`src/rtl/nmr_pulse_table_sequencer.sv`:
```
`timescale 1ns/1ps
`default_nettype none
// ============================================================================
// Module : nmr_pulse_table_sequencer
// Brief  : Table-driven NMR pulse sequencer with looping, scope sync and
//          receiver blanking derived from pulse falling edges.
// Rev    : 1.0  initial release
// ============================================================================
module nmr_pulse_table_sequencer #(
    parameter int TICK_DIV = 125,
    parameter int DEPTH    = 16,
    parameter int NCH      = 2,
    parameter int TW       = 32,
    parameter int LW       = 16
) (
    input  logic                     clk,
    input  logic                     rst,
    input  logic                     start,
    input  logic                     abort,
    input  logic [NCH-1:0]           force_on,
    input  logic                     amp_on,
    input  logic                     wr_en,
    input  logic [$clog2(DEPTH)-1:0] wr_addr,
    input  logic [NCH+TW-1:0]        wr_data,
    input  logic [$clog2(DEPTH):0]   n_steps,
    input  logic [LW-1:0]            loop_cnt,
    input  logic [TW-1:0]            blank_len,
    output logic                     busy,
    output logic                     done,
    output logic [$clog2(DEPTH)-1:0] step_idx,
    output logic                     sync_out,
    output logic [NCH-1:0]           pulse_out,
    output logic                     blank_out
);
    localparam int              c_aw      = $clog2(DEPTH);
    localparam int              c_dvw     = (TICK_DIV > 1) ? $clog2(TICK_DIV) : 1;
    localparam logic [c_dvw-1:0] c_div_max = c_dvw'(TICK_DIV - 1);

    typedef enum logic [1:0] {
        S_IDLE = 2'd0,
        S_RUN  = 2'd1,
        S_DONE = 2'd2
    } state_t;

    state_t               r_state, w_state_nxt;
    logic [NCH+TW-1:0]    r_table [DEPTH];
    logic [NCH-1:0]       r_mask;
    logic                 r_mask_any_d;
    logic [c_dvw-1:0]     r_div;
    logic [TW-1:0]        r_timer;
    logic [TW-1:0]        r_blank_cnt;
    logic [TW-1:0]        r_blank_len;
    logic [LW-1:0]        r_pass;
    logic [c_aw-1:0]      r_step_idx;
    logic [c_aw:0]        r_n_steps;
    logic                 r_first_pass;

    logic                 w_launch;
    logic                 w_tick;
    logic                 w_step_end;
    logic                 w_more_steps;
    logic                 w_finish;
    logic                 w_fall;
    logic [c_aw:0]        w_idx_inc;
    logic [c_aw-1:0]      w_rd_idx;
    logic [NCH+TW-1:0]    w_entry;
    logic [NCH-1:0]       w_entry_mask;
    logic [TW-1:0]        w_entry_dur;

    assign w_tick       = (r_div == '0);
    assign w_step_end   = (r_state == S_RUN) && w_tick && (r_timer == TW'(1));
    assign w_idx_inc    = {1'b0, r_step_idx} + (c_aw+1)'(1);
    assign w_more_steps = (w_idx_inc < r_n_steps);
    assign w_finish     = w_step_end && !w_more_steps && (r_pass == '0);
    assign w_fall       = r_mask_any_d && (r_mask == '0);

    // Entry fetched for whichever step is about to be loaded (launch, advance or new pass)
    assign w_rd_idx     = (!w_launch && w_more_steps) ? w_idx_inc[c_aw-1:0] : '0;
    assign w_entry      = r_table[w_rd_idx];
    assign w_entry_mask = w_entry[NCH+TW-1:TW];
    assign w_entry_dur  = (w_entry[TW-1:0] == '0) ? TW'(1) : w_entry[TW-1:0];

    always_ff @(posedge clk) begin
        if (rst) begin
            r_state <= S_IDLE;
        end else begin
            r_state <= w_state_nxt;
        end
    end

    always_comb begin
        w_state_nxt = r_state;
        w_launch    = 1'b0;
        if (abort) begin
            w_state_nxt = S_IDLE;
        end else begin
            case (r_state)
                S_IDLE: begin
                    if (start) begin
                        if (n_steps != '0) begin
                            w_state_nxt = S_RUN;
                            w_launch    = 1'b1;
                        end else begin
                            w_state_nxt = S_DONE;
                        end
                    end
                end
                S_RUN:   if (w_finish) w_state_nxt = S_DONE;
                S_DONE:  w_state_nxt = S_IDLE;
                default: w_state_nxt = S_IDLE;
            endcase
        end
    end

    // Table is frozen while a sequence runs
    always_ff @(posedge clk) begin
        if (wr_en && (r_state != S_RUN)) begin
            r_table[wr_addr] <= wr_data;
        end
    end

    always_ff @(posedge clk) begin
        if (rst) begin
            r_mask       <= '0;
            r_mask_any_d <= 1'b0;
            r_div        <= c_div_max;
            r_timer      <= '0;
            r_blank_cnt  <= '0;
            r_blank_len  <= '0;
            r_pass       <= '0;
            r_step_idx   <= '0;
            r_n_steps    <= '0;
            r_first_pass <= 1'b0;
        end else begin
            r_mask_any_d <= |r_mask;
            r_div        <= (w_launch || w_tick) ? c_div_max : r_div - c_dvw'(1);

            if (abort) begin
                r_mask     <= '0;
                r_step_idx <= '0;
            end else if (w_launch) begin
                r_n_steps    <= n_steps;
                r_pass       <= loop_cnt;
                r_blank_len  <= blank_len;
                r_first_pass <= 1'b1;
                r_step_idx   <= '0;
                r_mask       <= w_entry_mask;
                r_timer      <= w_entry_dur;
            end else if (r_state == S_RUN) begin
                if (w_step_end) begin
                    if (w_more_steps) begin
                        r_step_idx <= w_idx_inc[c_aw-1:0];
                        r_mask     <= w_entry_mask;
                        r_timer    <= w_entry_dur;
                    end else if (r_pass != '0) begin
                        r_pass       <= r_pass - LW'(1);
                        r_first_pass <= 1'b0;
                        r_step_idx   <= '0;
                        r_mask       <= w_entry_mask;
                        r_timer      <= w_entry_dur;
                    end else begin
                        r_mask     <= '0;
                        r_step_idx <= '0;
                    end
                end else if (w_tick) begin
                    r_timer <= r_timer - TW'(1);
                end
            end else if (r_state == S_DONE) begin
                r_mask <= '0;
            end

            // A new fall retriggers the blank window even if one is active
            if (w_fall) begin
                r_blank_cnt <= r_blank_len;
            end else if (w_tick && (r_blank_cnt != '0)) begin
                r_blank_cnt <= r_blank_cnt - TW'(1);
            end
        end
    end

    assign busy      = (r_state == S_RUN);
    assign done      = (r_state == S_DONE);
    assign step_idx  = r_step_idx;
    assign sync_out  = busy && r_first_pass && (r_step_idx == '0) && (|r_mask);
    assign pulse_out = r_mask | force_on;
    assign blank_out = w_fall || (r_blank_cnt != '0) || !amp_on;

endmodule
`default_nettype wire

```
`config.mk`:
```
export PLATFORM = sky130hd
export DESIGN_NAME = nmr_pulse_table_sequencer
export DESIGN_NICKNAME = d
export VERILOG_FILES = /design/src/rtl/nmr_pulse_table_sequencer.sv
export SDC_FILE = /design/constraint.sdc
export NUM_CORES = 1
export LEC_CHECK = 0
export ABC_AREA = 1
export ABC_CLOCK_PERIOD_IN_PS = 4000
export CAP_MARGIN = 20
export CORE_MARGIN = 2
export CORE_UTILIZATION = 48
export DETAILED_ROUTE_END_ITERATION = 6
export MAX_ROUTING_LAYER = met4
export PLACE_DENSITY = 0.65
export SETUP_SLACK_MARGIN = 0.2
export SLEW_MARGIN = 20
export SYNTH_ARGS = -nofsm -noshare
export SYNTH_HDL_FRONTEND = slang
export SYNTH_SLANG_ARGS = --single-unit
export TNS_END_PERCENT = 50
```
`constraint.sdc`:
```
create_clock -name clk -period 4 [get_ports clk]
set_clock_uncertainty 0.05 [all_clocks]
set_input_delay 0.6 -clock clk [delete_from_list [all_inputs] [get_ports clk]]
set_output_delay 0.6 -clock clk [all_outputs]
set_load 0.02 [all_outputs]
```
Word-level counts from Yosys, hierarchy flattened
Memories as Yosys holds them, arrays and structs flattened.
Cells that the tools add are included.
- flip-flop bits (word level): 134
- memory bits (writable): 544
- bits of input ports: 99
- output and inout bits: 10
- logic and storage cells: 108
- memories kept: 1
- $add $sub $neg: 5
- $lt $le $gt $ge: 1
- eq/ne operators: 9
- mux-type cells: 37
- bitwise logic cells: 2
- reductions and logical operators: 42
- memories (memory ; depth ; bits a word ; read ports ; clocked after memory_dff ; write ports ; RTL line ; RTL):
    r_table ; 16 ; 34 ; 1 ; 0 ; 1 ; 46 ; logic [NCH+TW-1:0] r_table [DEPTH];
- operators with widths (cell ; number):
    2-to-1 mux 32 bit ; 9
    2-to-1 mux 16 bit ; 5
    subtractor 32 x 1 -> 32 bit, second input constant ; 2
    equality test 32 x 1 -> 1 bit, second input constant ; 1
    logical NOT 32 bit ; 1
    nonzero test 32 bit ; 1
    2-to-1 mux 2 bit ; 9
    logical NOT 16 bit ; 1
    nonzero test 16 bit ; 1
    subtractor 16 x 1 -> 16 bit, second input constant ; 1
    logical AND 1 bit ; 11
    2-to-1 mux 1 bit ; 11
    2-to-1 mux 4 bit ; 2
    AND reduction 2 bit ; 4
    nonzero test 2 bit ; 4
    logical NOT 7 bit ; 1
    subtractor 7 x 1 -> 7 bit, second input constant ; 1
    nonzero test 3 bit ; 2
    OR reduction 2 bit ; 3
    adder 4 x 1 -> 5 bit, second input constant ; 1
    less-than comparator 5 bit ; 1
    AND reduction 5 bit ; 1
    nonzero test 5 bit ; 1
    logical NOT 2 bit ; 2
    other kinds (14) ; 20

Logic depth before layout (Yosys ltp)
An unclocked memory read counts as a cell.
- word-level depth: 16
- gate-level depth with buffers: 27
- depth with buffers taken out: 25

Worst setup path after synthesis
No wires, ideal clock.
- path kind: reg-to-reg
- start point: register r_step_idx[0], in the netlist step_idx[0]
- end point: register r_timer[27]
- library setup time: 0.119 ns
- data arrival time: 3.477 ns
- data required time: 3.831 ns
- setup slack: 0.353 ns
- cell stages (with the launch flop): 25
- buffers on the path: 3
- period minus slack after synthesis: 3.647 ns
- cells stage by stage: dfxtp_1 clkinv_1 clkbuf_1 ha_1 ha_1 nand2_1 nor2_1 nand2_1 nand3_1 nor2_1 inv_1 nor2_4 clkinv_1 clkbuf_1 nand3_1 nand2_1 inv_2 nand2_1 nor2_1 nand2_1 nor2_1 nand2_2 buf_6 nand3_1 a21oi_1
- longest elaborated chain between the ends: 12
- elaborated cells on any way between the ends: 14
- classes of those cells: 1 x add/sub; 1 x order compare; 1 x eq/ne; 7 x mux; 3 x reduce/logical; 1 x memory
- ends and longest elaborated chain (element ; RTL line ; RTL):
    from (decl) ; 54 ; logic [c_aw-1:0] r_step_idx;
    from (signal assigned) ; 152 ; r_step_idx <= w_idx_inc[c_aw-1:0];
    adder 4 x 1 -> 5 bit (*) ; 72 ; assign w_idx_inc = {1'b0, r_step_idx} + (c_aw+1)'(1);
    less-than comparator 5 bit ; 73 ; assign w_more_steps = (w_idx_inc < r_n_steps);
    logical AND 1 bit ; 78 ; assign w_rd_idx = (!w_launch && w_more_steps) ? w_idx_inc[c_aw-1:0] : '0;
    2-to-1 mux 4 bit ; 78 ;
    memory read (16 x 34 bit) ; - ;
    logical NOT 32 bit ; 81 ; assign w_entry_dur = (w_entry[TW-1:0] == '0) ? TW'(1) : w_entry[TW-1:0];
    2-to-1 mux 32 bit ; 81 ;
    2-to-1 mux 32 bit ; 155 ; end else if (r_pass != '0) begin
    2-to-1 mux 32 bit ; 151 ; if (w_more_steps) begin
    2-to-1 mux 32 bit ; 150 ; if (w_step_end) begin
    2-to-1 mux 32 bit ; 149 ; end else if (r_state == S_RUN) begin
    2-to-1 mux 32 bit ; 141 ; end else if (w_launch) begin
    to (signal assigned) ; 148 ; r_timer <= w_entry_dur;
    to (signal assigned) ; 154 ; r_timer <= w_entry_dur;
    to (signal assigned) ; 160 ; r_timer <= w_entry_dur;
    to (decl) ; 50 ; logic [TW-1:0] r_timer;
Mark *: on every way between the ends. The rest lies on a longest branch, timed or not. The select of a mux whose other input is x is not followed.
A chain may end at the register's enable or synchronous reset.

Final worst setup path
- start point: register r_blank_cnt[0]
- end point: output blank_out
- longest elaborated chain between the ends: 3
- ends and longest elaborated chain (element ; RTL line ; RTL):
    from (decl) ; 51 ; logic [TW-1:0] r_blank_cnt;
    from (signal assigned) ; 174 ; r_blank_cnt <= r_blank_len;
    from (signal assigned) ; 176 ; r_blank_cnt <= r_blank_cnt - TW'(1);
    nonzero test 32 bit ; 186 ; assign blank_out = w_fall || (r_blank_cnt != '0) || !amp_on;
    logical OR 1 bit (2 in a row) ; 186 ;
    to (decl) ; 33 ; output logic blank_out
No other way between the ends.

==> impl_metrics.env <==
export IMPL_holdCritPathClass="reg -> reg"
export IMPL_ys_top_cells_by_count="nand2_1 (609), nand3_1 (590), edfxtp_1 (544), inv_1 (504), nor2_1 (152)"
export IMPL_detailed_routed_wire_length_on_met2_um=44200
export IMPL_grt_util_all_layers=0.268
export IMPL_violations="design-rule violations"
export IMPL_yosys_cell_count_top_type="nand2_1"
export IMPL_grt_first_pass_wirelength_um=134000
export IMPL_ctsRootBufferMaster="clkbuf_16"
export IMPL_final_cell_count_no_fill=4356
export IMPL_postSynthNetCount=3381
export IMPL_highest_signal_layer="met4"
export IMPL_hold_buffers=0
export IMPL_core_area_um2=64300
export IMPL_clk_path_buf_depth=3
export IMPL_finalHoldWorstSlack_ps=368
export IMPL_floorplan_die_height_um=259
export IMPL_fp_dieArea_um2=67000
export IMPL_finalCoreUtilization=0.581
export IMPL_synth_async_reset_ratio=0
export IMPL_required_ps=3350
export IMPL_peak_supply_drop_mv=0.365
export IMPL_switching_share=0.267
export IMPL_final_min_period_over_clock_period=0.921
export IMPL_dpl_hpwl_um=49900
export IMPL_synth_area_leaders="edfxtp_1 (52%), nand3_1 (9.5%), dfxtp_1 (8.6%)"
export IMPL_leakage_nw=15.2
export IMPL_syn2layout_area_growth_pct=19.8
export IMPL_power_sequential_fraction=0.467
export IMPL_antenna_found_initial=2
export IMPL_drc=2
export IMPL_drt_initial_drc_count=2841
export IMPL_status="finished with violations"
export IMPL_dr_pass1_iters=7
export IMPL_nNetsFinal=3559
export IMPL_syn_avg_cell_area_um2=9.55
export IMPL_cts_inserted_buffers=72
export IMPL_startpoint_type="register"
export IMPL_number_of_i_o_pins=109
export IMPL_power_density_nw_per_um2=448
export IMPL_nFillCells=5364
export IMPL_final_area_um2=37400
export IMPL_grt_overflow=0
export IMPL_final_setup_tns_ps=0
export IMPL_number_of_vias_per_cell_after_detailed_routing=5.60
export IMPL_number_of_flops_mapped_to_enable_cells_by_yosys=544
export IMPL_arrival_ps=3040
export IMPL_std_cell_rows=93
export IMPL_crit_path_end_kind="output pin"
export IMPL_final_max_slew_viol_count=0
export IMPL_chipWidth_um=259
export IMPL_initial_core_util=0.484
export IMPL_yosysTopAreaCellShare=0.524
export IMPL_maximum_number_of_pins_on_one_net_before_global_route_repair=91
export IMPL_place_detailed_instances=4175
export IMPL_maxSlewHeadroom=0.367
export IMPL_netlist_top_cell_by_area="edfxtp_1"
export IMPL_power_total_mw=16.7
export IMPL_worst_pin_slew_ps=948
export IMPL_maximum_net_fanout_on_the_critical_path=3
export IMPL_final_seq_area_um2=19000
export IMPL_route_final_wire_length_um=93500
export IMPL_timing_max_cap_violations=0
export IMPL_period_minus_slack_ps=3690
export IMPL_cts_htree_levels=3
export IMPL_first_global_vias=23288
export IMPL_gate_count_of_the_mapped_netlist=3266
export IMPL_cts_tree="built"
export IMPL_pre_cts_slack_ps=97.1
export IMPL_gp_congestion=0.919
export IMPL_worst_setup_hold_path_clk_slew_ps=60
export IMPL_clock_sinks=678
export IMPL_wl_per_cell_um=21.5
export IMPL_post_route_worst_setup_slack_ps=315
export IMPL_place_port_buffers=108
export IMPL_area_of_the_multi_input_gates_um2=9740
export IMPL_synth_top_flop_cell="edfxtp_1"
export IMPL_final_antenna_net_count=0
export IMPL_max_freq_mhz=271
export IMPL_wl_met3_um=8340
export IMPL_timing_final_hold_violations=0
export IMPL_synth_sequential_area_ratio=0.610
export IMPL_yosys_cell_types_count=46
export IMPL_area_after_detailed_placement_um2=34000
export IMPL_routedLengthMet1_um=38400
export IMPL_setup_viols_final=0
export IMPL_syn_area_um2=31200
export IMPL_unrepaired_setup_endpoints_after_global_routing="true"
export IMPL_netSwitchingPower_mw=4.47
export IMPL_postSynthRegisterBits=678
export IMPL_synth_yosys_warnings=0
export IMPL_pwr_share_clk=0.380
export IMPL_clkLatencyLatePin_ps=640
export IMPL_route_vias_total=24404
export IMPL_combinational_cell_fraction_of_total_power=0.153
export IMPL_drive_gt1_frac=0.105
export IMPL_critical_path_class="reg -> out"
export IMPL_intPower_mw=12.3
timing repair:
action                     4_1_cts  5_1_grt
gates cloned                     4       22
hold endpoints to repair         0        0
pin swaps                        3       15
resized for setup               10       82
setup endpoints to repair       33       33
setup buffers                    5       19
per-layer routing:
layer | vias to the layer above | track usage
met4 | 0 | 0.0893
met2 | 1118 | 0.428
li1 | 11320 | -
met3 | 178 | 0.0433
met5 | - | -
met1 | 11788 | 0.351
layout make-up:
cell class                 instances  area share
antenna                            2    0.000134
clock buffer                      94      0.0515
clock inverter                    35     0.00720
inverter                         513      0.0522
multi-input combinational       1893       0.261
sequential                       678       0.509
tap                              855      0.0286
timing repair buffer             285      0.0902
timing repair inverter             1    0.000234
cells in the final DEF, fill, tap and decap left out, drive strengths merged, types with 6 or more instances in the layout:
| master | n |
|---|---|
| nand2 | 612 |
| nand3 | 591 |
| edfxtp | 544 |
| inv | 516 |
| buf | 160 |
| nor2 | 159 |
| a21oi | 134 |
| dfxtp | 134 |
| nand3b | 117 |
| clkbuf | 113 |
| clkdlybuf4s50 | 106 |
| o21ai | 88 |
| nand4 | 38 |
| xor2 | 33 |
| clkinv | 30 |
| a31oi | 22 |
| xnor2 | 19 |
| nor3 | 19 |
| ha | 16 |
| o211ai | 8 |
| or2 | 6 |
| nor4 | 6 |
worst max-delay path, cell delays in order (launching register included):
cell,delay (ps)
dfxtp_2,330
inv_2,80
ha_4,140
nand2_1,60
or2_1,260
nor2_2,150
nand2_2,80
or3_4,350
nor2_4,140
nand3_2,80
nor2_2,130
nand4_1,140
nor2_2,160
nand4_1,120
buf_4,200
sequential cells by signal (all words and copies together) (netlist names), 2 cells and up:
name and flops:
r_blank_cnt 32, r_blank_len 32, r_div 7, r_mask 2, r_n_steps 5, r_pass 16
r_state 2, r_table 544, r_timer 32, step_idx 4
kinds of logic (layout without fill, tap and decap cells):
logic type / Yosys count / in the layout / share of synthesized area
flip-flops: 678 / 678 / 0.610
AO/OA/AOI/OAI: 274 / 274 / 0.0484
buffers and inverters: 695 / 928 / 0.0883
XOR/XNOR: 52 / 52 / 0.0146
AND/OR/NAND/NOR: 1551 / 1551 / 0.232
adder cells (fa/ha/maj): 16 / 16 / 0.00642
other: 0 / 2 / 0
path summary, 6_finish.rpt:
check | startpoint | endpoint | slack (ps) | cells past startpoint
worst max-delay path | r_blank_cnt[0]$_SDFFE_PP0P_ | blank_out | 310 | 14
worst min-delay path | r_div[0]$_SDFF_PP0_ | r_div[0]$_SDFF_PP0_ | 370 | 1
worst max register to register | step_idx[0]$_SDFFE_PP0P_ | r_timer[0]$_SDFFE_PP0P_ | 330 | 26
worst min register to register | r_div[0]$_SDFF_PP0_ | r_div[0]$_SDFF_PP0_ | 370 | 1
power groups by stage:
stage | sequential [mW] | combinational [mW] | clock [mW]
floorplan | 7.95 | 1.30 | 0
global placement | 7.97 | 2.13 | 0
detailed placement | 7.97 | 2.16 | 0
CTS | 7.82 | 2.26 | 6.43
global route | 7.83 | 2.77 | 6.69
finish | 7.82 | 2.55 | 6.36
No activity file was read; power rests on OpenSTA's default activity.
